File: src/rtl/bram_fifo_ctrl_s9.sv
// bram_fifo_ctrl_s9: FWFT FIFO controller driving both ports of a 2048x9 dual-port BRAM.
// Define BRAM_FIFO_ERR_FLAGS_EN to add sticky overflow/underflow outputs.
module bram_fifo_ctrl_s9 #(
    parameter int ADDR_W       = 11,
    parameter int AFULL_THRESH = 2040
) (
    input  logic              clk,
    input  logic              rst_n,
    input  logic              wr_en,
    input  logic [8:0]        wr_data,
    output logic              full,
    output logic              almost_full,
    input  logic              rd_en,
    output logic [8:0]        rd_data,
    output logic              empty,
    output logic [ADDR_W:0]   count,
`ifdef BRAM_FIFO_ERR_FLAGS_EN
    output logic              overflow,
    output logic              underflow,
`endif
    output logic              ram_ena,
    output logic              ram_wea,
    output logic [ADDR_W-1:0] ram_addra,
    output logic [7:0]        ram_dia,
    output logic              ram_dipa,
    output logic              ram_enb,
    output logic [ADDR_W-1:0] ram_addrb,
    input  logic [7:0]        ram_dob,
    input  logic              ram_dopb
);
    localparam logic [ADDR_W:0] DEPTH = {1'b1, {ADDR_W{1'b0}}};
    localparam logic [ADDR_W:0] AFULL = (ADDR_W + 1)'(AFULL_THRESH);
    localparam logic [ADDR_W:0] ONE   = {{ADDR_W{1'b0}}, 1'b1};

    logic [ADDR_W:0] wr_ptr;
    logic [ADDR_W:0] rd_ptr;
    logic [ADDR_W:0] count_nxt;
    logic            ram_vld;
    logic            out_vld;
    logic            push;
    logic            pop;
    logic            issue;
    logic            load;

    // Pointers are registered, so port B can never target the address port A writes this cycle.
    always_comb begin
        push      = wr_en && !full && rst_n;
        pop       = rd_en && out_vld;
        issue     = (wr_ptr != rd_ptr) && !(ram_vld && out_vld && !pop);
        load      = ram_vld && (!out_vld || pop);
        count_nxt = (push && !pop) ? count + ONE : (pop && !push) ? count - ONE : count;
    end

    assign empty     = !out_vld;
    assign ram_ena   = push;
    assign ram_wea   = push;
    assign ram_addra = wr_ptr[ADDR_W-1:0];
    assign ram_dia   = wr_data[7:0];
    assign ram_dipa  = wr_data[8];
    assign ram_enb   = issue;
    assign ram_addrb = rd_ptr[ADDR_W-1:0];

    always_ff @(posedge clk or negedge rst_n) begin
        if (!rst_n) begin
            wr_ptr      <= '0;
            rd_ptr      <= '0;
            count       <= '0;
            full        <= 1'b0;
            almost_full <= 1'b0;
            ram_vld     <= 1'b0;
            out_vld     <= 1'b0;
            rd_data     <= '0;
        end else begin
            if (push)
                wr_ptr <= wr_ptr + ONE;
            if (issue)
                rd_ptr <= rd_ptr + ONE;
            count       <= count_nxt;
            full        <= count_nxt == DEPTH;
            almost_full <= count_nxt >= AFULL;
            ram_vld     <= issue || (ram_vld && !load);
            out_vld     <= load || (out_vld && !pop);
            if (load)
                rd_data <= {ram_dopb, ram_dob};
        end
    end

`ifdef BRAM_FIFO_ERR_FLAGS_EN
    always_ff @(posedge clk or negedge rst_n) begin
        if (!rst_n) begin
            overflow  <= 1'b0;
            underflow <= 1'b0;
        end else begin
            overflow  <= overflow || (wr_en && full);
            underflow <= underflow || (rd_en && !out_vld);
        end
    end
`endif
endmodule

File: config.mk
export PLATFORM = sky130hd
export DESIGN_NAME = bram_fifo_ctrl_s9
export DESIGN_NICKNAME = d
export VERILOG_FILES = /design/src/rtl/bram_fifo_ctrl_s9.sv
export SDC_FILE = /design/constraint.sdc
export NUM_CORES = 1
export LEC_CHECK = 0
export CORE_MARGIN = 1
export CORE_UTILIZATION = 40
export CTS_CLUSTER_DIAMETER = 150
export DETAILED_ROUTE_END_ITERATION = 10
export PLACE_DENSITY = 0.77
export SYNTH_ARGS = -nofsm -noshare
export SYNTH_HDL_FRONTEND = slang
export SYNTH_SLANG_ARGS = --single-unit
File: constraint.sdc
create_clock -name clk -period 3.3 [get_ports clk]
set_input_delay 0.495 -clock clk [delete_from_list [all_inputs] [get_ports clk]]
set_output_delay 0.495 -clock clk [all_outputs]
set_load 0.05 [all_outputs]
* Word level (Yosys, flattened, before mapping) *
Index checks and enable logic that the tools add are counted.

operators by class
  add/subtract/negate cells = 4
  order comparisons = 1
  equal/unequal tests = 2
  multiplexer cells = 2
  reductions and logical operators = 20

operators by type and width
  cell                                                                  number
  adder 12 x 1 -> 12 bit (second input constant)                        3
  two-way mux 12 bit                                                    2
  == test 12 bit (second input constant)                                1
  greater-or-equal comparator 12 x 11 -> 1 bit (second input constant)  1
  != test 12 bit                                                        1
  subtractor 12 x 1 -> 12 bit (second input constant)                   1
  logical AND 1 bit                                                     11
  zero test 1 bit                                                       6
  logical OR 1 bit                                                      3

word-level totals
  register bits = 49
  input port bits = 22
  output and inout bits = 58
  word-level logic and storage cells = 37

* Depth between registers and ports, before layout *
  depth in word-level cells = 8
  gate-level depth with buffers = 9
  gate-level depth less buffers = 8

* Worst setup path after synthesis *
OpenSTA, ideal clock, no wires.

  kind = register to register
  start = register count[2]
  end = register full
  library setup time = 101 ps
  arrival time = 2,593 ps
  slack = 606 ps
  cell stages (with the launch flop) = 8
  path buffers = 0
  cells stage by stage = dfrtp_1 or3_4 or3_4 o32ai_4 xor2_2 or3_1 or3_1 nor4_1

on the way
  word-level cells in the longest chain between the ends = 4
  elaborated cells between the ends (all ways) = 5
  classes of those cells = add/sub (2); eq/ne (1); mux (2)

ends and longest elaborated chain
  what                         line  text
  start: declaration           16    output logic [ADDR_W:0] count,
  start signal: assignment     78    count <= count_nxt;
  subtractor 12 x 1 -> 12 bit  51    count_nxt = (push && !pop) ? count + ONE : (pop && !push) ? count - ONE : count;
  two-way mux 12 bit           51
  two-way mux 12 bit (*)       51
  named net count_nxt[8]       37    logic [ADDR_W:0] count_nxt;
  == test 12 bit (*)           79    full <= count_nxt == DEPTH;
  end signal: assignment       68    full <= 1'b0;
  end signal: assignment       79
  end: declaration             11    output logic full,

The timed path passes the listed nets; every way through them passes the cells marked *.
A chain may end at the register's enable or synchronous reset.

* Worst setup path after layout *
  start = register wr_ptr[5]
  end = output ram_enb

on the way
  word-level cells in the longest chain between the ends = 2

ends and longest elaborated chain
  what                      line  text
  start: declaration        35    logic [ADDR_W:0] wr_ptr;
  start signal: assignment  75    wr_ptr <= wr_ptr + ONE;
  != test 12 bit            49    issue = (wr_ptr != rd_ptr) && !(ram_vld && out_vld && !pop);
  logical AND 1 bit         49
  end: declaration          26    output logic ram_enb,

Every way passes these cells.

==> impl_metrics.py <==
metrics = {
    "routing": {
        "num_vias": 1891,
        "wl_per_cell_um": 14.8,
        "drt_wl_total_um": 5370,
        "antenna_left": 0,
        "dr.pass1.iters": 7,
        "drtIter0Drc": 105,
        "vias_per_cell": 5.21,
        "drcViolationCount": 8,
    },
    "status": {
        "status": "finished with violations",
        "violations": "design-rule violations",
    },
    "sta": {
        "skew_ps": 6.24,
        "setup_violations": 0,
        "finalCritPeriodShare": 0.911,
        "grt_setup_unrepaired": "no",
        "setup-tns-final_ps": 0,
        "clock.fmax_mhz": 333,
        "worst_pin_slew_ps": 612,
        "period_needed_ps": 3000,
        "setup_slack_ps": 295,
        "hold_viol_final": 0,
        "drv_slew": 0,
        "max_slew_margin": 0.592,
    },
    "clock_tree": {
        "cts_made_buffers": 5,
        "cts_num_sinks": 49,
        "tritoncts": "done",
        "cts-root-buf": "clkbuf_8",
        "cts_resized": 0,
        "cts_setup_buffers": 0,
        "clockBufferDepth": 2,
        "cts-hold-fix-buffers": 0,
        "htree_num_levels": 2,
        "clk_pin_slew_ps": 90,
        "clock_latency_ps": 300,
    },
    "power": {
        "power.density_nw_per_um2": 866,
        "ir_worst_vdd_v": 0.000556,
        "finalPower_mw": 2.81,
        "p_leak_nw": 1.33,
    },
    "synthesis": {
        "ys_seq_area_frac": 0.455,
        "synthFlopType": "dfrtp_1",
        "yosysUniqueCellTypes": 44,
        "synth_seq_cells": 49,
        "netlist_area_um2": 2700,
        "syn_nets": 276,
        "synth_edf_count": 0,
        "synth_async_sr_flop_share": 1.00,
        "syn_inst": 250,
        "avgSynthCellArea_um2": 10.8,
        "yosysWarnings": 0,
    },
    "die": {
        "num_rows": 29,
        "io_pins": 80,
        "start_util": 0.420,
        "die_area_um2": 7070,
        "die_w_um": 84.1,
        "die_h_um": 84.1,
        "fp.coreArea_um2": 6420,
    },
    "placement": {
        "dp_cells": 355,
        "hpwl_um": 4060,
        "gp_congestion": 0.900,
        "pre_cts_slack_ps": 303,
        "portBuffers": 61,
    },
    "final_layout": {
        "nets": 311,
        "fin_cells": 363,
        "syn2layout_area_growth_pct": 20.2,
        "num_antenna_cells": 0,
        "drive_gt1_frac": 0.119,
        "fillers": 603,
    },
    "worst_setup_path": {
        "end_kind": "output pin",
        "path_max_fanout": 6,
        "crit_path_start_kind": "flip-flop",
        "worstSetupPathType": "flip-flop to output pin",
        "required_ps": 2800,
        "critical_path_arrival_ps": 2510,
    },
    "global_route": {
        "grt.met3_usage": 0.0287,
        "grt_pass1_wl_um": 8890,
        "gr-total-overflow": 0,
        "busiest_layer": "met2",
        "grtUsageTotal": 0.160,
        "antenna_found_initial": 0,
        "grtUsageMet1": 0.214,
        "grt_pass1_vias": 1780,
        "grt_max_degree": 50,
        "use_met2": 0.267,
    },
    "flow_run": {
        "maxCapViolCount": 0,
    },
    "min_path": {
        "hp-class": "input port to asynchronous set/reset pin",
    },
}
==> layout make-up <==
type / instances / area (um^2) / area share
sequential: 49 / 1230 / 0.378
multi-input combinational: 160 / 1190 / 0.367
timing repair buffer: 62 / 613 / 0.189
tap: 77 / 96.3 / 0.0297
clock buffer: 6 / 72.6 / 0.0224
inverter: 7 / 28.8 / 0.00888
clock inverter: 2 / 13.8 / 0.00425
==> cells in the final DEF (no fill, tap or decap), drive strengths merged, types with 4 or more instances in the layout <==
cell type / count
xnor2: 37
clkdlybuf4s50: 60
xor2: 9
dfrtp: 49
nand2b: 4
nand4: 10
clkbuf: 6
and3: 7
nor2: 9
ha: 4
or3: 4
nand3: 12
nand2: 28
inv: 8
or4: 4
mux2: 9
==> synth_stat cells (3+ instances only) <==
| library cell | instances | area [um^2] |
|---|---|---|
| or4_1 | 3 | 22.5 |
| buf_4 | 32 | 240 |
| and3_1 | 6 | 37.5 |
| nand2b_1 | 4 | 25.0 |
| dfrtp_1 | 49 | 1230 |
| inv_1 | 5 | 18.8 |
| nand4_1 | 10 | 62.6 |
| ha_1 | 4 | 50.1 |
| nand3_1 | 11 | 55.1 |
| nand2_1 | 27 | 101 |
| mux2_2 | 9 | 101 |
| xnor2_1 | 35 | 307 |
| xor2_1 | 8 | 70.1 |
| nor2_1 | 8 | 30.0 |
==> per-layer routing <==
layer	vias up	share of wire
met1	935	0.45
li1	895	-
met2	55	0.49
met4	0	0.0071
met3	6	0.051
met5	-	0
==> metrics by stage <==
stage                util  hold slack, ps  instance area [um^2]
global route        0.505             426                  3240
CTS                 0.505             389                  3240
finish              0.505             366                  3240
floorplan               -             199                  2700
global placement    0.491             480                  3160
detailed placement  0.491             486                  3160
==> worst paths after layout <==
| path | start | endpoint | slack [ps] | cells after the start |
|---|---|---|---|---|
| min in group clk | rd_ptr[11] | rd_ptr[11] | 500 | 1 |
| setup / recovery | wr_ptr[5] | ram_enb | 300 | 6 |
| max in group asynchronous | rst_n | rd_ptr[10] | 2530 | 2 |
| setup reg to reg | count[2] | full | 710 | 7 |
| hold reg to reg | rd_ptr[11] | rd_ptr[11] | 500 | 1 |
| hold / removal | rst_n | wr_ptr[3] | 370 | 2 |
==> registers in the layout, summed over array words and instances, names as in the netlist <==
name,count
almost_full,1
count,12
full,1
out_vld,1
ram_vld,1
rd_data,9
rd_ptr,12
wr_ptr,12
==> worst max-delay path, cell delays in order, from the launching register on <==
cell and delay [ps]:
dfrtp_1 470, xnor2_1 250, nand4_1 120, nor3_1 300, nand2b_1 270, inv_1 100, clkdlybuf4s50_1 710
==> cells by family (layout without fill, tap and decap cells) <==
family | count (synthesis) | after routing | synth area share
AND/OR/NAND/NOR | 86 | 86 | 0.179
flip-flops | 49 | 49 | 0.455
XOR/XNOR | 46 | 46 | 0.158
buffers and inverters | 41 | 77 | 0.103
AO/OA/AOI/OAI | 15 | 15 | 0.0492
multiplexers | 9 | 9 | 0.0376
adder cells (fa/ha/maj) | 4 | 4 | 0.0186
==> where the power goes <==
group          switching [mW]  leakage, nW  internal (mW)
Sequential              0.274        0.606          0.757
Clock                   0.203       0.0456          0.152
Combinational           0.896        0.682          0.525
Note: power is estimated with default switching activity, not from simulation.
